$ cat src/rtl/uart_tx.sv
// uart_tx -- serial transmitter with a one-entry holding register.
//
// Frame: start(0), DATA_WIDTH data bits LSB first, optional parity, stop(1).
// Every bit lasts P clk cycles, P = prescale sampled at frame start (0 -> 1).
// A byte waiting in the holding register starts on the edge that ends the
// previous stop bit, so back-to-back frames have no idle gap.
//
// Ports
//   clk          rising-edge clock
//   rst          synchronous active-high reset
//   P_DATA       parallel byte to send
//   data_valid   P_DATA offered this cycle (taken when ready=1)
//   PAR_EN       1 adds a parity bit
//   parity_type  0 even, 1 odd
//   prescale     clk cycles per bit
//   ready        holding register empty
//   TX_OUT       registered serial line, idles high
//   busy         frame in progress
//   tx_done      one-cycle pulse after each stop bit
module uart_tx #(
  parameter int DATA_WIDTH = 8
) (
  input  logic                  clk,
  input  logic                  rst,
  input  logic [DATA_WIDTH-1:0] P_DATA,
  input  logic                  data_valid,
  input  logic                  PAR_EN,
  input  logic                  parity_type,
  input  logic [5:0]            prescale,
  output logic                  ready,
  output logic                  TX_OUT,
  output logic                  busy,
  output logic                  tx_done
);

  localparam int BW = (DATA_WIDTH > 1) ? $clog2(DATA_WIDTH) : 1;
  localparam logic [BW-1:0] LAST_BIT = BW'(DATA_WIDTH - 1);

  typedef enum logic [2:0] {IDLE, START, DATA, PARITY, STOP} state_e;

  state_e                state_q, state_d;
  logic                  hold_vld_q, hold_vld_d;
  logic [DATA_WIDTH-1:0] hold_data_q, hold_data_d;
  logic                  hold_pe_q, hold_pe_d;
  logic                  hold_pt_q, hold_pt_d;
  logic [DATA_WIDTH-1:0] shift_q, shift_d;
  logic                  par_en_q, par_en_d;
  logic                  par_bit_q, par_bit_d;
  logic [5:0]            per_q, per_d;
  logic [5:0]            cnt_q, cnt_d;
  logic [BW-1:0]         bit_q, bit_d;
  logic                  tx_q, tx_d;
  logic                  done_q, done_d;

  logic bit_end;
  logic load;

  // per_q is never 0 outside IDLE, so per_q-1 cannot underflow where it matters
  assign bit_end = (cnt_q == per_q - 6'd1);
  // Frame start: from IDLE, or straight out of the last stop cycle
  assign load    = hold_vld_q && ((state_q == IDLE) || ((state_q == STOP) && bit_end));

  // State register (all sequential state)
  always_ff @(posedge clk) begin
    if (rst) begin
      state_q     <= IDLE;
      hold_vld_q  <= 1'b0;
      hold_data_q <= '0;
      hold_pe_q   <= 1'b0;
      hold_pt_q   <= 1'b0;
      shift_q     <= '0;
      par_en_q    <= 1'b0;
      par_bit_q   <= 1'b0;
      per_q       <= '0;
      cnt_q       <= '0;
      bit_q       <= '0;
      tx_q        <= 1'b1;
      done_q      <= 1'b0;
    end else begin
      state_q     <= state_d;
      hold_vld_q  <= hold_vld_d;
      hold_data_q <= hold_data_d;
      hold_pe_q   <= hold_pe_d;
      hold_pt_q   <= hold_pt_d;
      shift_q     <= shift_d;
      par_en_q    <= par_en_d;
      par_bit_q   <= par_bit_d;
      per_q       <= per_d;
      cnt_q       <= cnt_d;
      bit_q       <= bit_d;
      tx_q        <= tx_d;
      done_q      <= done_d;
    end
  end

  // Next-state logic
  always_comb begin
    state_d = state_q;
    case (state_q)
      IDLE:    if (hold_vld_q) state_d = START;
      START:   if (bit_end) state_d = DATA;
      DATA:    if (bit_end && (bit_q == LAST_BIT)) state_d = par_en_q ? PARITY : STOP;
      PARITY:  if (bit_end) state_d = STOP;
      STOP:    if (bit_end) state_d = hold_vld_q ? START : IDLE;
      default: state_d = IDLE;
    endcase
  end

  // Datapath and registered outputs
  always_comb begin
    hold_vld_d  = hold_vld_q;
    hold_data_d = hold_data_q;
    hold_pe_d   = hold_pe_q;
    hold_pt_d   = hold_pt_q;
    shift_d     = shift_q;
    par_en_d    = par_en_q;
    par_bit_d   = par_bit_q;
    per_d       = per_q;
    cnt_d       = cnt_q;
    bit_d       = bit_q;

    // load requires hold_vld_q, so it never collides with an accept
    if (load) begin
      hold_vld_d = 1'b0;
    end else if (data_valid && !hold_vld_q) begin
      hold_vld_d  = 1'b1;
      hold_data_d = P_DATA;
      hold_pe_d   = PAR_EN;
      hold_pt_d   = parity_type;
    end

    if (load) begin
      shift_d   = hold_data_q;
      par_en_d  = hold_pe_q;
      par_bit_d = (^hold_data_q) ^ hold_pt_q;
      per_d     = (prescale == 6'd0) ? 6'd1 : prescale;
      cnt_d     = '0;
      bit_d     = '0;
    end else if (state_q != IDLE) begin
      if (bit_end) begin
        cnt_d = '0;
        if (state_q == DATA) begin
          if (bit_q == LAST_BIT) begin
            bit_d = '0;
          end else begin
            bit_d   = bit_q + BW'(1);
            shift_d = shift_q >> 1;
          end
        end
      end else begin
        cnt_d = cnt_q + 6'd1;
      end
    end

    // Line level follows the state being entered so TX_OUT is a plain flop
    case (state_d)
      START:   tx_d = 1'b0;
      DATA:    tx_d = shift_d[0];
      PARITY:  tx_d = par_bit_d;
      default: tx_d = 1'b1;
    endcase

    done_d = (state_q == STOP) && bit_end;
  end

  assign ready   = ~hold_vld_q;
  assign busy    = (state_q != IDLE);
  assign TX_OUT  = tx_q;
  assign tx_done = done_q;

endmodule

$ cat config.mk
export PLATFORM = sky130hd
export DESIGN_NAME = uart_tx
export DESIGN_NICKNAME = d
export VERILOG_FILES = /design/src/rtl/uart_tx.sv
export SDC_FILE = /design/constraint.sdc
export NUM_CORES = 1
export LEC_CHECK = 0
export BUFFER_PORTS_ARGS = -buffer_cell sky130_fd_sc_hd__buf_2
export CORE_ASPECT_RATIO = 1.2
export CORE_MARGIN = 3
export CORE_UTILIZATION = 51
export DETAILED_ROUTE_END_ITERATION = 7
export HOLD_SLACK_MARGIN = 0.06
export PLACE_DENSITY = 0.71
export SYNTH_ARGS = -nofsm -noshare
export SYNTH_HDL_FRONTEND = slang
export SYNTH_SLANG_ARGS = --single-unit
$ cat constraint.sdc
create_clock -name clk -period 5.55 [get_ports clk]
set_input_delay 0.555 -clock clk [delete_from_list [all_inputs] [get_ports clk]]
set_output_delay 0.555 -clock clk [all_outputs]
set_load 0.02 [all_outputs]
==> reports/results.tsv <==
stage	metric	value	unit
synth	post-synthesis cell type count	46	
synth	net count after synthesis	255	
pwr	worst vdd ir	0.164	mV
synth	share of synthesized registers carrying an async set or reset	0	
final_layout	area grow syn2layout	10.9	%
hold_path	Hold Path Sink	par_en_q	
detailed_routing	routed len/inst	13.0	um
setup_path	maximum fanout along the worst path	20	
pwr	Int Pwr	434	uW
global_route	GRT Total Usage	0.187	
die	die area	4670	sq um
timing	RSZ-0062 raised after global routing	false	
final_layout	Post-Layout Cell Count	305	
run_status	run status	finished, final reports clean	
setup_path	reg2reg end	TX_OUT	
pwr	Sw Share	0.276	
global_route	initial antenna violation count	0	
setup_path	R2R cell count	9	
clock_network	CTS sink cnt	41	
timing	Hold WS	472	ps
timing	Tmin final	2990	ps
setup_path	FF-to-FF Start	per_q[0]	
final_layout	fin nets	275	
timing	Finish-stage setup viols	0	
timing	Slew Limit Fails	0	
pwr	clock network fraction of design power	0.312	
run	Max-Cap Viols	0	
global_route	vias in the first global route	1478	
final_layout	Multi-input gate area	1090	sq um
final_layout	Antenna diodes	0	
detailed_routing	DR pass1 iterations	5	
die	Starting Density	0.537	
setup_path	R2R setup slack	2560	ps
setup_path	Worst Path Required	5710	ps
hold_path	Hold Path Class	reg2reg	
die	Die X	62.9	um
detailed_routing	via count	1634	
pwr	Comb pwr share	0.152	
clock_network	# hold bufs at CTS	0	
clock_network	CTS clk-pin slew, worst paths	80	ps
synth	synthesized instance count	232	
hold_path	HP Start	hold_pe_q	
timing	Max Freq	0.334	GHz
final_layout	share of layout cells above drive strength 1	0.158	
timing	skew final	4.30	ps
clock_network	H-Tree Depth	2	
die	placement row count	24	
global_route	gr ovfl total	0	
synth	Yosys top cell by area	dfxtp_1	
hold_path	WHS Path Cells	2	
pwr	share of total power in sequential cells	0.536	
place	IO buf count	22	
place	HPWL Detailed	2.99	mm
die	num ports	23	
synth	most numerous cell in the Yosys netlist	dfxtp_1	
die	Die Ht	74.3	um
synth	Syn Area/Cell	8.54	sq um
setup_path	crit path kind	reg2reg	
timing	Slew headroom	0.541	
setup_path	Setup crit end kind	flop	
timing	period utilization	0.539	
global_route	global-route wire length before repair	6.93	mm
synth	top cells by count, synth	dfxtp_1, nand2_1, a21oi_1	
clock_network	Setup Buffers After CTS	0	
synth	Ys Warns	0	
synth	top_reg_cell synth	dfxtp_1	
pwr	PwrDens	273	nW/um^2
clock_network	worst-case clock buffer depth	2	
timing	Final Hold Fails	0	
timing	setup_tns	0	ps
clock_network	Root Buffer	clkbuf_8	
detailed_routing	final WL	3.97	mm
clock_network	clock tree from TritonCTS	done	
clock_network	CTS Buf Count	5	
synth	Post-Synthesis Cell Area	1980	sq um
pwr	Pleak	0.000830	uW
synth	#FFs+latches synth	41	
pwr	Sw Pwr	166	uW
clock_network	Worst-Skew Late Latency	290	ps
synth	synth top area cells	dfxtp_1, nand2_1, a21oi_1	
detailed_routing	drt initial violations	97	
place	Placer Congestion	0.813	
final_layout	fillers	344	
final_layout	Register Area	821	sq um
detailed_routing	Vias/cell	5.36	
synth	Synth top area share	0.414	
global_route	largest net degree at the start of global routing	36	
die	Core ar.	3690	sq um
synth	number of flops mapped to enable cells by yosys	0	
detailed_routing	# DRC	0	
clock_network	post-CTS sizing	0	
detailed_routing	ANT nets after route	0	
setup_path	WP data arrival	3150	ps
synth	sequential share of the synthesized area	0.414	
timing	worst slew pin tran	688	ps
setup_path	critical path launch point type	flop	
place	dpl cells	297	
[layer usage]
layer | global-route usage | wire length (um) | part of all wire | up-vias
met5 | 0 | 0 | 0 | -
met3 | 0.0423 | 212 | 0.053 | 6
met1 | 0.231 | 1690 | 0.43 | 734
li1 | - | - | - | 849
met4 | 0.0784 | 76 | 0.019 | 0
met2 | 0.318 | 1980 | 0.50 | 45
[state kept, by name (all words and copies together), names as in the netlist]
signal and flops:
TX_OUT 1, bit_q 3, cnt_q 6, hold_data_q 8
hold_pe_q 1, hold_pt_q 1, hold_vld_q 1, par_bit_q 1
par_en_q 1, per_q 6, shift_q 8, state_q 3
tx_done 1
[cell type report]
type | count | area share
flip-flops and latches | 41 | 0.373
repair buffers | 22 | 0.0501
clock buffers | 7 | 0.0347
multi-input cells | 174 | 0.495
well taps | 52 | 0.0296
inverters | 8 | 0.0137
clock inverters | 1 | 0.00341
[worst max-delay path, stage by stage (launching register included)]
cell and delay (ps):
dfxtp_1 400, inv_1 70, ha_1 230, nor2b_1 130, or3_1 360, a31o_4 270, o21ai_2 230, and3_1 640
mux2i_1 390, o221ai_2 140
[power by group through the flow]
stage | Sequential [uW] | Clock [uW] | Combinational [uW]
floorplan | 323 | 0 | 72.5
global placement | 328 | 0 | 89.7
detailed placement | 328 | 0 | 92.3
CTS | 321 | 194 | 92.4
global route | 323 | 204 | 103
finish | 321 | 187 | 91.1
[layout by cell type (no fill, tap or decap), drive strengths merged, types with 2 or more instances in the layout]
master	Yosys	routed
nand2	40	40
dfxtp	41	41
xor2	6	6
xnor2	12	12
a32oi	2	2
nor2b	4	4
buf	5	22
or3	2	2
nand4	2	2
a211oi	2	2
inv	8	8
and3	2	2
clkbuf	4	7
nor2	17	17
mux2i	3	3
a22oi	7	7
nand3	4	4
ha	4	4
a21oi	28	28
o21ai	12	12
nor3	9	9
[logic make-up (layout without fill, tap and decap cells)]
kind of cell,Yosys count,count (layout),synth area share
AND/OR/NAND/NOR,89,89,0.230
AO/OA/AOI/OAI,59,59,0.193
flip-flops,41,41,0.414
XOR/XNOR,18,18,0.0795
buffers and inverters,17,38,0.0366
adder cells (fa/ha/maj),4,4,0.0253
multiplexers,4,4,0.0208
[worst max path at each step]
stage                        start     end  cells after the start  slack [ps]
final                     per_q[0]  TX_OUT                      9        2560
after floorplan           per_q[0]  TX_OUT                      9        3090
after detailed placement  per_q[0]  TX_OUT                      9        2540
after CTS                 per_q[0]  TX_OUT                      9        2530
after global placement    per_q[0]  TX_OUT                      9        2710
after global routing      per_q[0]  TX_OUT                      9        2330
[stage by stage]
stage | util | total power [uW] | area [sq um] | setup WS [ps]
6_report | 0.595 | 599 | 2200 | 2560
2_1_floorplan | - | 396 | 1980 | 3090
4_1_cts | 0.595 | 607 | 2200 | 2530
3_3_place_gp | 0.572 | 417 | 2110 | 2710
3_5_place_dp | 0.572 | 420 | 2110 | 2540
5_1_grt | 0.595 | 630 | 2200 | 2330
No activity file was read; power rests on OpenSTA's default activity.
